<file path="src/rtl/raster_multi_if.sv">
// raster_multi_if: triangle setup bus from vertex setup, plus the shared
// texture ROM port.
//   master : vertex-setup / ROM side. Drives the per-triangle setup and texel.
//            Receives tex_u/tex_v.
//   slave  : rasteriser side.
// Packing (t = triangle, k = edge 0..2):
//   tri_mode  [2t +: 2]
//   tri_color [3t +: 3]
//   edge_dx/e_init [(3t+k)*EW +: EW]
//   bar_*     [t*BW +: BW]
interface raster_multi_if #(
  parameter int EW       = 20,
  parameter int BW       = 22,
  parameter int TEX_BITS = 7,
  parameter int N_TRI    = 2
);
  logic [2*N_TRI-1:0]    tri_mode;
  logic [3*N_TRI-1:0]    tri_color;
  logic [EW*3*N_TRI-1:0] edge_dx;
  logic [EW*3*N_TRI-1:0] e_init;
  logic [BW*N_TRI-1:0]   bar_iy;
  logic [BW*N_TRI-1:0]   bar_iz;
  logic [BW*N_TRI-1:0]   bar_iy_dx;
  logic [BW*N_TRI-1:0]   bar_iz_dx;
  logic [TEX_BITS-1:0]   tex_u;
  logic [TEX_BITS-1:0]   tex_v;
  logic                  texel;

  modport master (
    output tri_mode, tri_color, edge_dx, e_init,
    output bar_iy, bar_iz, bar_iy_dx, bar_iz_dx, texel,
    input  tex_u, tex_v
  );

  modport slave (
    input  tri_mode, tri_color, edge_dx, e_init,
    input  bar_iy, bar_iz, bar_iy_dx, bar_iz_dx, texel,
    output tex_u, tex_v
  );
endinterface

</file>
<file path="src/rtl/raster_multi.sv">
// raster_multi: scanline rasteriser for N_TRI triangles in parallel.
// Incremental edge functions and barycentric (Q2.(BW-2)) interpolators are
// kept per triangle. The winner per pixel is chosen by fixed index
// priority, with front faces taking priority over back faces. The winner is
// shaded flat, textured or back-facing.
// Ports:
//   clk        pixel-domain clock
//   reset      asynchronous, active-low
//   x, y       beam position from the VGA timing generator
//   cull_back  1 = back-facing triangles are never drawn
//   vs         setup bus and texture ROM port (raster_multi_if.slave)
//   rgb        registered 6-bit pixel colour
//   hit_tri    registered winning triangle index
//   hit_valid  registered, 1 = some triangle covered the pixel
module raster_multi #(
  parameter int H_ACTIVE = 640,
  parameter int V_ACTIVE = 480,
  parameter int H_TOTAL  = 800,
  parameter int V_TOTAL  = 525,
  parameter int EW       = 20,
  parameter int BW       = 22,
  parameter int TEX_BITS = 7,
  parameter int N_TRI    = 2,
  parameter int PIX_DIV  = 2
) (
  input  logic       clk,
  input  logic       reset,
  input  logic [9:0] x,
  input  logic [9:0] y,
  input  logic       cull_back,
  raster_multi_if.slave vs,
  output logic [5:0] rgb,
  output logic [1:0] hit_tri,
  output logic       hit_valid
);

  localparam logic [9:0] X_ACT   = 10'(H_ACTIVE);
  localparam logic [9:0] Y_ACT   = 10'(V_ACTIVE);
  localparam logic [9:0] X_LAST  = 10'(H_TOTAL - 1);
  localparam logic [9:0] Y_LAST  = 10'(V_TOTAL - 1);
  localparam logic [1:0] PH_LAST = 2'(PIX_DIV - 1);

  logic [EW-1:0] e_q    [N_TRI][3];
  logic [BW-1:0] biy_q  [N_TRI];
  logic [BW-1:0] biz_q  [N_TRI];
  logic [BW-1:0] ui_q   [N_TRI];
  logic [BW-1:0] vi_q   [N_TRI];
  logic [BW-1:0] biy_nx [N_TRI];
  logic [BW-1:0] biz_nx [N_TRI];
  logic [1:0]    phase_q;

  logic [N_TRI-1:0] front, back;
  logic             win_valid, win_front;
  logic [1:0]       win_idx;
  logic [1:0]       win_mode;
  logic [2:0]       win_color;
  logic [BW-1:0]    u_sel, v_sel;
  logic [5:0]       rgb_d;
  logic             reload, pix_active;
  logic             unused_uv;

  function automatic logic [5:0] front_lut(input logic [2:0] c);
    case (c)
      3'd0:    front_lut = 6'b000000;
      3'd1:    front_lut = 6'b000100;
      3'd2:    front_lut = 6'b001000;
      3'd3:    front_lut = 6'b001000;
      3'd4:    front_lut = 6'b001100;
      3'd5:    front_lut = 6'b001100;
      3'd6:    front_lut = 6'b011101;
      default: front_lut = 6'b101110;
    endcase
  endfunction

  function automatic logic [5:0] back_lut(input logic [2:0] c);
    case (c)
      3'd0:    back_lut = 6'b000000;
      3'd1:    back_lut = 6'b000001;
      3'd2:    back_lut = 6'b000010;
      3'd3:    back_lut = 6'b000010;
      3'd4:    back_lut = 6'b000011;
      3'd5:    back_lut = 6'b000011;
      3'd6:    back_lut = 6'b010111;
      default: back_lut = 6'b101011;
    endcase
  endfunction

  assign reload     = (x == X_LAST) && ((y < Y_ACT) || (y == Y_LAST));
  assign pix_active = (x < X_ACT) && (y < Y_ACT);

  always_comb begin
    for (int t = 0; t < N_TRI; t++) begin
      biy_nx[t] = biy_q[t] + vs.bar_iy_dx[t*BW +: BW];
      biz_nx[t] = biz_q[t] + vs.bar_iz_dx[t*BW +: BW];
    end
  end

  // Coverage: an edge value of exactly zero counts as outside for both faces.
  // Mode 11 is reserved and behaves like off.
  always_comb begin
    front = '0;
    back  = '0;
    for (int t = 0; t < N_TRI; t++) begin
      if (vs.tri_mode[2*t +: 2] == 2'b01 || vs.tri_mode[2*t +: 2] == 2'b10) begin
        front[t] = e_q[t][0][EW-1] & e_q[t][1][EW-1] & e_q[t][2][EW-1];
        back[t]  = ~e_q[t][0][EW-1] & (|e_q[t][0]) &
                   ~e_q[t][1][EW-1] & (|e_q[t][1]) &
                   ~e_q[t][2][EW-1] & (|e_q[t][2]);
      end
    end
  end

  // Descending scan so the lowest index is written last and wins.
  always_comb begin
    win_valid = 1'b0;
    win_front = 1'b0;
    win_idx   = 2'd0;
    for (int t = N_TRI - 1; t >= 0; t--) begin
      if (front[t]) begin
        win_valid = 1'b1;
        win_front = 1'b1;
        win_idx   = 2'(t);
      end
    end
    if (!win_valid && !cull_back) begin
      for (int t = N_TRI - 1; t >= 0; t--) begin
        if (back[t]) begin
          win_valid = 1'b1;
          win_idx   = 2'(t);
        end
      end
    end
  end

  // With no winner, win_idx is 0, so triangle 0 drives the texture address.
  always_comb begin
    win_mode  = vs.tri_mode[1:0];
    win_color = vs.tri_color[2:0];
    u_sel     = ui_q[0];
    v_sel     = vi_q[0];
    for (int t = 1; t < N_TRI; t++) begin
      if (win_idx == 2'(t)) begin
        win_mode  = vs.tri_mode[2*t +: 2];
        win_color = vs.tri_color[3*t +: 3];
        u_sel     = ui_q[t];
        v_sel     = vi_q[t];
      end
    end
  end

  assign vs.tex_u  = u_sel[BW-3 -: TEX_BITS];
  assign vs.tex_v  = v_sel[BW-3 -: TEX_BITS];
  assign unused_uv = ^{u_sel, v_sel};

  always_comb begin
    rgb_d = 6'b010101;
    if (win_valid) begin
      if (!win_front)
        rgb_d = back_lut(win_color);
      else if (win_mode == 2'b10)
        rgb_d = vs.texel ? 6'b001100 : 6'b000000;
      else
        rgb_d = front_lut(win_color);
    end
  end

  // Pixel cycle: phase 0 steps the interpolators, the middle phases wait,
  // and the last phase shades and steps the edges. A reload parks the
  // counter on the last phase, so the first visible clock shades from e_init.
  always_ff @(posedge clk or negedge reset) begin
    if (!reset) begin
      for (int t = 0; t < N_TRI; t++) begin
        for (int k = 0; k < 3; k++) e_q[t][k] <= '0;
        biy_q[t] <= '0;
        biz_q[t] <= '0;
        ui_q[t]  <= '0;
        vi_q[t]  <= '0;
      end
      phase_q   <= PH_LAST;
      rgb       <= '0;
      hit_tri   <= '0;
      hit_valid <= 1'b0;
    end else if (reload) begin
      for (int t = 0; t < N_TRI; t++) begin
        for (int k = 0; k < 3; k++) e_q[t][k] <= vs.e_init[(3*t+k)*EW +: EW];
        biy_q[t] <= vs.bar_iy[t*BW +: BW];
        biz_q[t] <= vs.bar_iz[t*BW +: BW];
      end
      phase_q <= PH_LAST;
    end else if (pix_active) begin
      if (phase_q == PH_LAST) begin
        rgb       <= rgb_d;
        hit_tri   <= win_idx;
        hit_valid <= win_valid;
        for (int t = 0; t < N_TRI; t++)
          for (int k = 0; k < 3; k++)
            e_q[t][k] <= e_q[t][k] + vs.edge_dx[(3*t+k)*EW +: EW];
        phase_q <= 2'd0;
      end else if (phase_q == 2'd0) begin
        for (int t = 0; t < N_TRI; t++) begin
          biy_q[t] <= biy_nx[t];
          biz_q[t] <= biz_nx[t];
          ui_q[t]  <= biy_nx[t] + biz_nx[t];
          vi_q[t]  <= biy_nx[t];
        end
        phase_q <= 2'd1;
      end else begin
        phase_q <= phase_q + 2'd1;
      end
    end
  end

endmodule

</file>
<file path="src/flat_wrapper.sv">
// flat-port wrapper written by rule: the top's interface ports become plain ports
module raster_multi_flat 
#(
  parameter int H_ACTIVE = 640,
  parameter int V_ACTIVE = 480,
  parameter int H_TOTAL  = 800,
  parameter int V_TOTAL  = 525,
  parameter int EW       = 20,
  parameter int BW       = 22,
  parameter int TEX_BITS = 7,
  parameter int N_TRI    = 2,
  parameter int PIX_DIV  = 2
)
  (clk, reset, x, y, cull_back, rgb, hit_tri, hit_valid, vs_tri_mode, vs_tri_color, vs_edge_dx, vs_e_init, vs_bar_iy, vs_bar_iz, vs_bar_iy_dx, vs_bar_iz_dx, vs_texel, vs_tex_u, vs_tex_v);
  raster_multi_if #(.EW(EW), .BW(BW), .TEX_BITS(TEX_BITS), .N_TRI(N_TRI)) vs_i ();
  input  logic clk;
  input  logic reset;
  input  logic [9:0] x;
  input  logic [9:0] y;
  input  logic cull_back;
  output logic [5:0] rgb;
  output logic [1:0] hit_tri;
  output logic hit_valid;
  input wire logic [$bits(vs_i.tri_mode)-1:0] vs_tri_mode;
  input wire logic [$bits(vs_i.tri_color)-1:0] vs_tri_color;
  input wire logic [$bits(vs_i.edge_dx)-1:0] vs_edge_dx;
  input wire logic [$bits(vs_i.e_init)-1:0] vs_e_init;
  input wire logic [$bits(vs_i.bar_iy)-1:0] vs_bar_iy;
  input wire logic [$bits(vs_i.bar_iz)-1:0] vs_bar_iz;
  input wire logic [$bits(vs_i.bar_iy_dx)-1:0] vs_bar_iy_dx;
  input wire logic [$bits(vs_i.bar_iz_dx)-1:0] vs_bar_iz_dx;
  input wire logic [$bits(vs_i.texel)-1:0] vs_texel;
  output wire logic [$bits(vs_i.tex_u)-1:0] vs_tex_u;
  output wire logic [$bits(vs_i.tex_v)-1:0] vs_tex_v;
  assign vs_i.tri_mode = vs_tri_mode;
  assign vs_i.tri_color = vs_tri_color;
  assign vs_i.edge_dx = vs_edge_dx;
  assign vs_i.e_init = vs_e_init;
  assign vs_i.bar_iy = vs_bar_iy;
  assign vs_i.bar_iz = vs_bar_iz;
  assign vs_i.bar_iy_dx = vs_bar_iy_dx;
  assign vs_i.bar_iz_dx = vs_bar_iz_dx;
  assign vs_i.texel = vs_texel;
  assign vs_tex_u = vs_i.tex_u;
  assign vs_tex_v = vs_i.tex_v;
  raster_multi #(.H_ACTIVE(H_ACTIVE), .V_ACTIVE(V_ACTIVE), .H_TOTAL(H_TOTAL), .V_TOTAL(V_TOTAL), .EW(EW), .BW(BW), .TEX_BITS(TEX_BITS), .N_TRI(N_TRI), .PIX_DIV(PIX_DIV)) u_core (.clk(clk), .reset(reset), .x(x), .y(y), .cull_back(cull_back), .vs(vs_i), .rgb(rgb), .hit_tri(hit_tri), .hit_valid(hit_valid));
endmodule
</file>
<file path="config.mk">
export PLATFORM = sky130hd
export DESIGN_NAME = raster_multi_flat
export DESIGN_NICKNAME = d
export VERILOG_FILES = /design/src/rtl/raster_multi_if.sv /design/src/rtl/raster_multi.sv /design/src/flat_wrapper.sv
export SDC_FILE = /design/constraint.sdc
export NUM_CORES = 1
export LEC_CHECK = 0
export ABC_AREA = 0
export BUFFER_PORTS_ARGS = -buffer_cell sky130_fd_sc_hd__buf_2
export CORE_UTILIZATION = 48
export CTS_CLUSTER_DIAMETER = 40
export DETAILED_ROUTE_END_ITERATION = 16
export PLACE_DENSITY = 0.83
export SETUP_SLACK_MARGIN = 0.2
export SLEW_MARGIN = 25
export SYNTH_ARGS = -nofsm -noshare
export SYNTH_HDL_FRONTEND = slang
export SYNTH_SLANG_ARGS = --single-unit
</file>
<file path="constraint.sdc">
create_clock -name clk -period 8.25 [get_ports clk]
set_clock_uncertainty 0.2 [all_clocks]
set_input_delay 0.4125 -clock clk [delete_from_list [all_inputs] [get_ports clk]]
set_output_delay 0.4125 -clock clk [all_outputs]
set_load 0.01 [all_outputs]
</file>
==> flow_summary.ini <==
[place]
hpwl_um = 49520
numPortBuffers = 455
dpl_cell_area_um2 = 22390
place.gp.congestion = 0.9486

[finish]
nNetsFinal = 3667
design_area_um2 = 26220
syn2layout_area_growth_pct = 33.83
drive_above_1_share_pct = 19.95

[worst_setup_path]
path_max_fanout = 3
crit_type = register to register
end_kind = register
cp_data_required_time_ns = 8.50
worstPathArrival_ns = 5.70
cp-start-kind = register

[clock_tree]
path_clk_slew_ns = 0.05
cts_resized = 0
numCtsBuffers = 51
cts_root_buffer = clkbuf_16
cts_tree = built
cts_setup_buffers = 0
cts.htree.levels = 2
clkLatencyLatePin_ns = 0.59
cts-hold-fix-buffers = 202
clock_path_buffers = 3
clock_sinks = 238

[sta]
tightest_slew_ns = 1.182
finalCriticalPeriod_ns = 5.445
rsz0062_at_grt = no
relSlewSlack_pct = 20.47
hold_violations = 0
tns_ns = 0
max_freq_mhz = 183.7
slew_viol_final = 0
hold_slack_ns = 0.03155
period_share_pct = 65.99
finalSetupViolCount = 0

[die]
fp.dieW_um = 204.0
row_count = 73
die_h_um = 204.0
start_util_pct = 48.97
core_um2 = 40010
io_pins = 473
dieArea_um2 = 41630

[worst_hold_path]
hold_path.class = input pin to register

[drt]
drtPass1Iterations = 6
drt-initial-drc-count = 1652
vias = 21388
drc_errors = 0
viasPerCell = 5.994
ant_nets = 0
wl_per_cell_um = 19.93
wl_um = 71100

[logic_synthesis]
syn_area_per_cell_um2 = 8.373
syn-num-nets = 3026
synth.area.top_cells = dfrtp_1 30%, ha_1 14%, nand2_1 5.7%
yosys.area.top_type = dfrtp_1
ys.warnings.count = 0
synth_seq_cells = 238
synth.cell_area_um2 = 19590
synth_ff_type = dfrtp_1
yosys.cell_count.top_type = nand2_1
yosysSeqAreaShare_pct = 30.40
yosys.cell_types.count = 80
synth_top_area_share_pct = 30.27
synth-async-reset-ratio_pct = 100.0
syn_inst = 2340
synth-edff-count = 0
ys_top_cells_by_count = 300 x nand2_1, 237 x dfrtp_1, 226 x ha_1, 217 x nor2_1, 194 x a21oi_1

[grt]
overflow = 0
grt_max_degree = 126
grt_pass1_vias = 22031
antenna_found_initial = 28
grt_first_pass_wirelength_um = 111100
grt_usage_pct = 33.46

[pwr]
powerDensity_nw_per_um2 = 396.2
peakVddDrop_mv = 0.2898
leakage_nw = 12.73

[status]
status = completed

[run]
maxCapViolations = 0
-- critical path: stages, from the launching register on --
cell,delay (ns)
dfrtp_1,0.39
ha_1,0.22
fa_1,0.44
a21o_1,0.21
a21oi_1,0.28
o21ai_0,0.16
a31oi_1,0.36
o21ai_0,0.25
o21a_1,0.22
nor2_1,0.11
xnor2_1,0.16
ha_1,0.31
o211ai_1,0.13
nor2_1,0.08
a41oi_1,0.34
o2111ai_1,0.25
a41oi_1,0.40
nor2b_1,0.11
o21ai_0,0.23
nand2b_1,0.10
xnor2_1,0.17
xnor2_1,0.13
o21ai_0,0.08
-- state kept, by name, indices dropped and copies added (netlist names) --
register and count:
u_core.hit_valid 1, u_core.hit_tri 1, u_core.vi_q 14, u_core.rgb 6, u_core.ui_q 14, u_core.biy_q 40, u_core.phase_q 2, u_core.biz_q 40
u_core.e_q 120
-- kinds of logic after synthesis --
logic type                 count (synthesis)  share of synthesized area, %
DFF                                      238                         30.40
xor gates and xnor gates                 168                         7.587
AOI/OAI and AO/OA                        721                         23.49
other                                      1                       0.01914
buffers and inverters                    150                         2.906
muxes                                     28                         1.533
adders and majority gates                236                         15.45
and+or+nand+nor                          798                         18.61
-- worst paths after layout --
kind | cells after the start | end | slack, ns | start
min in group asynchronous | 2 | u_core.e_q[21] | 0.31 | reset
worst min-delay path | 4 | u_core.e_q[59] | 0.03 | vs_edge_dx[79]
worst min register to register | 1 | u_core.vi_q[36] | 0.27 | u_core.vi_q[36]
worst max-delay path | 22 | u_core.ui_q[19] | 2.81 | u_core.biz_q[0]
max in group asynchronous | 3 | u_core.biy_q[19] | 6.20 | reset
worst max register to register | 22 | u_core.ui_q[19] | 2.81 | u_core.biz_q[0]
-- report_power, final --
group          switching, mW  internal [mW]  leakage (nW)
sequential             0.462           1.72          2.91
clock                  0.752           1.36         0.823
combinational           3.37           2.72          8.99
total                   4.59           5.80          12.7
-- final cells by class --
cell class	instances	area, µm²
Fill cell	3055	13790
Multi-Input combinational cell	1952	13110
Sequential cell	238	5957
Timing Repair Buffer	668	4428
Clock buffer	63	1383
Tap cell	525	656.9
Clock inverter	32	375.4
Inverter	70	262.8
Antenna cell	20	50.05
-- through the flow --
step | instances | setup WS [ns] | total power [mW] | utilization, %
after floorplan | 2340 | 3.683 | 6.566 | -
after global placement | 3250 | 2.793 | 7.650 | 55.89
after detailed placement | 3251 | 2.713 | 7.964 | 55.96
after global routing | 3562 | 2.471 | 11.15 | 65.50
after CTS | 3548 | 2.889 | 10.24 | 65.41
final | 3568 | 2.805 | 10.39 | 65.54
-- cells in the final DEF, fill, tap and decap left out, types with 34 or more instances in the layout --
cell type      netlist  layout
buf_2                2     454
nand2_1            300     300
dfrtp_1            237     237
ha_1               226     226
nor2_1             217     214
dlygate4sd3_1        0     202
a21oi_1            194     194
o21ai_0            162     162
xnor2_1            116     116
a22oi_1             79      79
inv_1               70      70
a21o_1              66      66
nand3_1             52      52
clkbuf_16            0      52
xor2_1              51      51
nor3_1              46      45
a31oi_1             34      34
nor4_1              34      34
-- routing by layer --
metal  vias to the layer above  part of all wire [%]  GRT usage [%]
li1                       9886                     -              -
met1                     10075                    37          36.51
met2                      1096                    47          56.81
met3                       309                   9.8          9.423
met4                        22                   6.3          21.86
met5                         -                  0.20              0
Power figures use the tool's default switching activity.
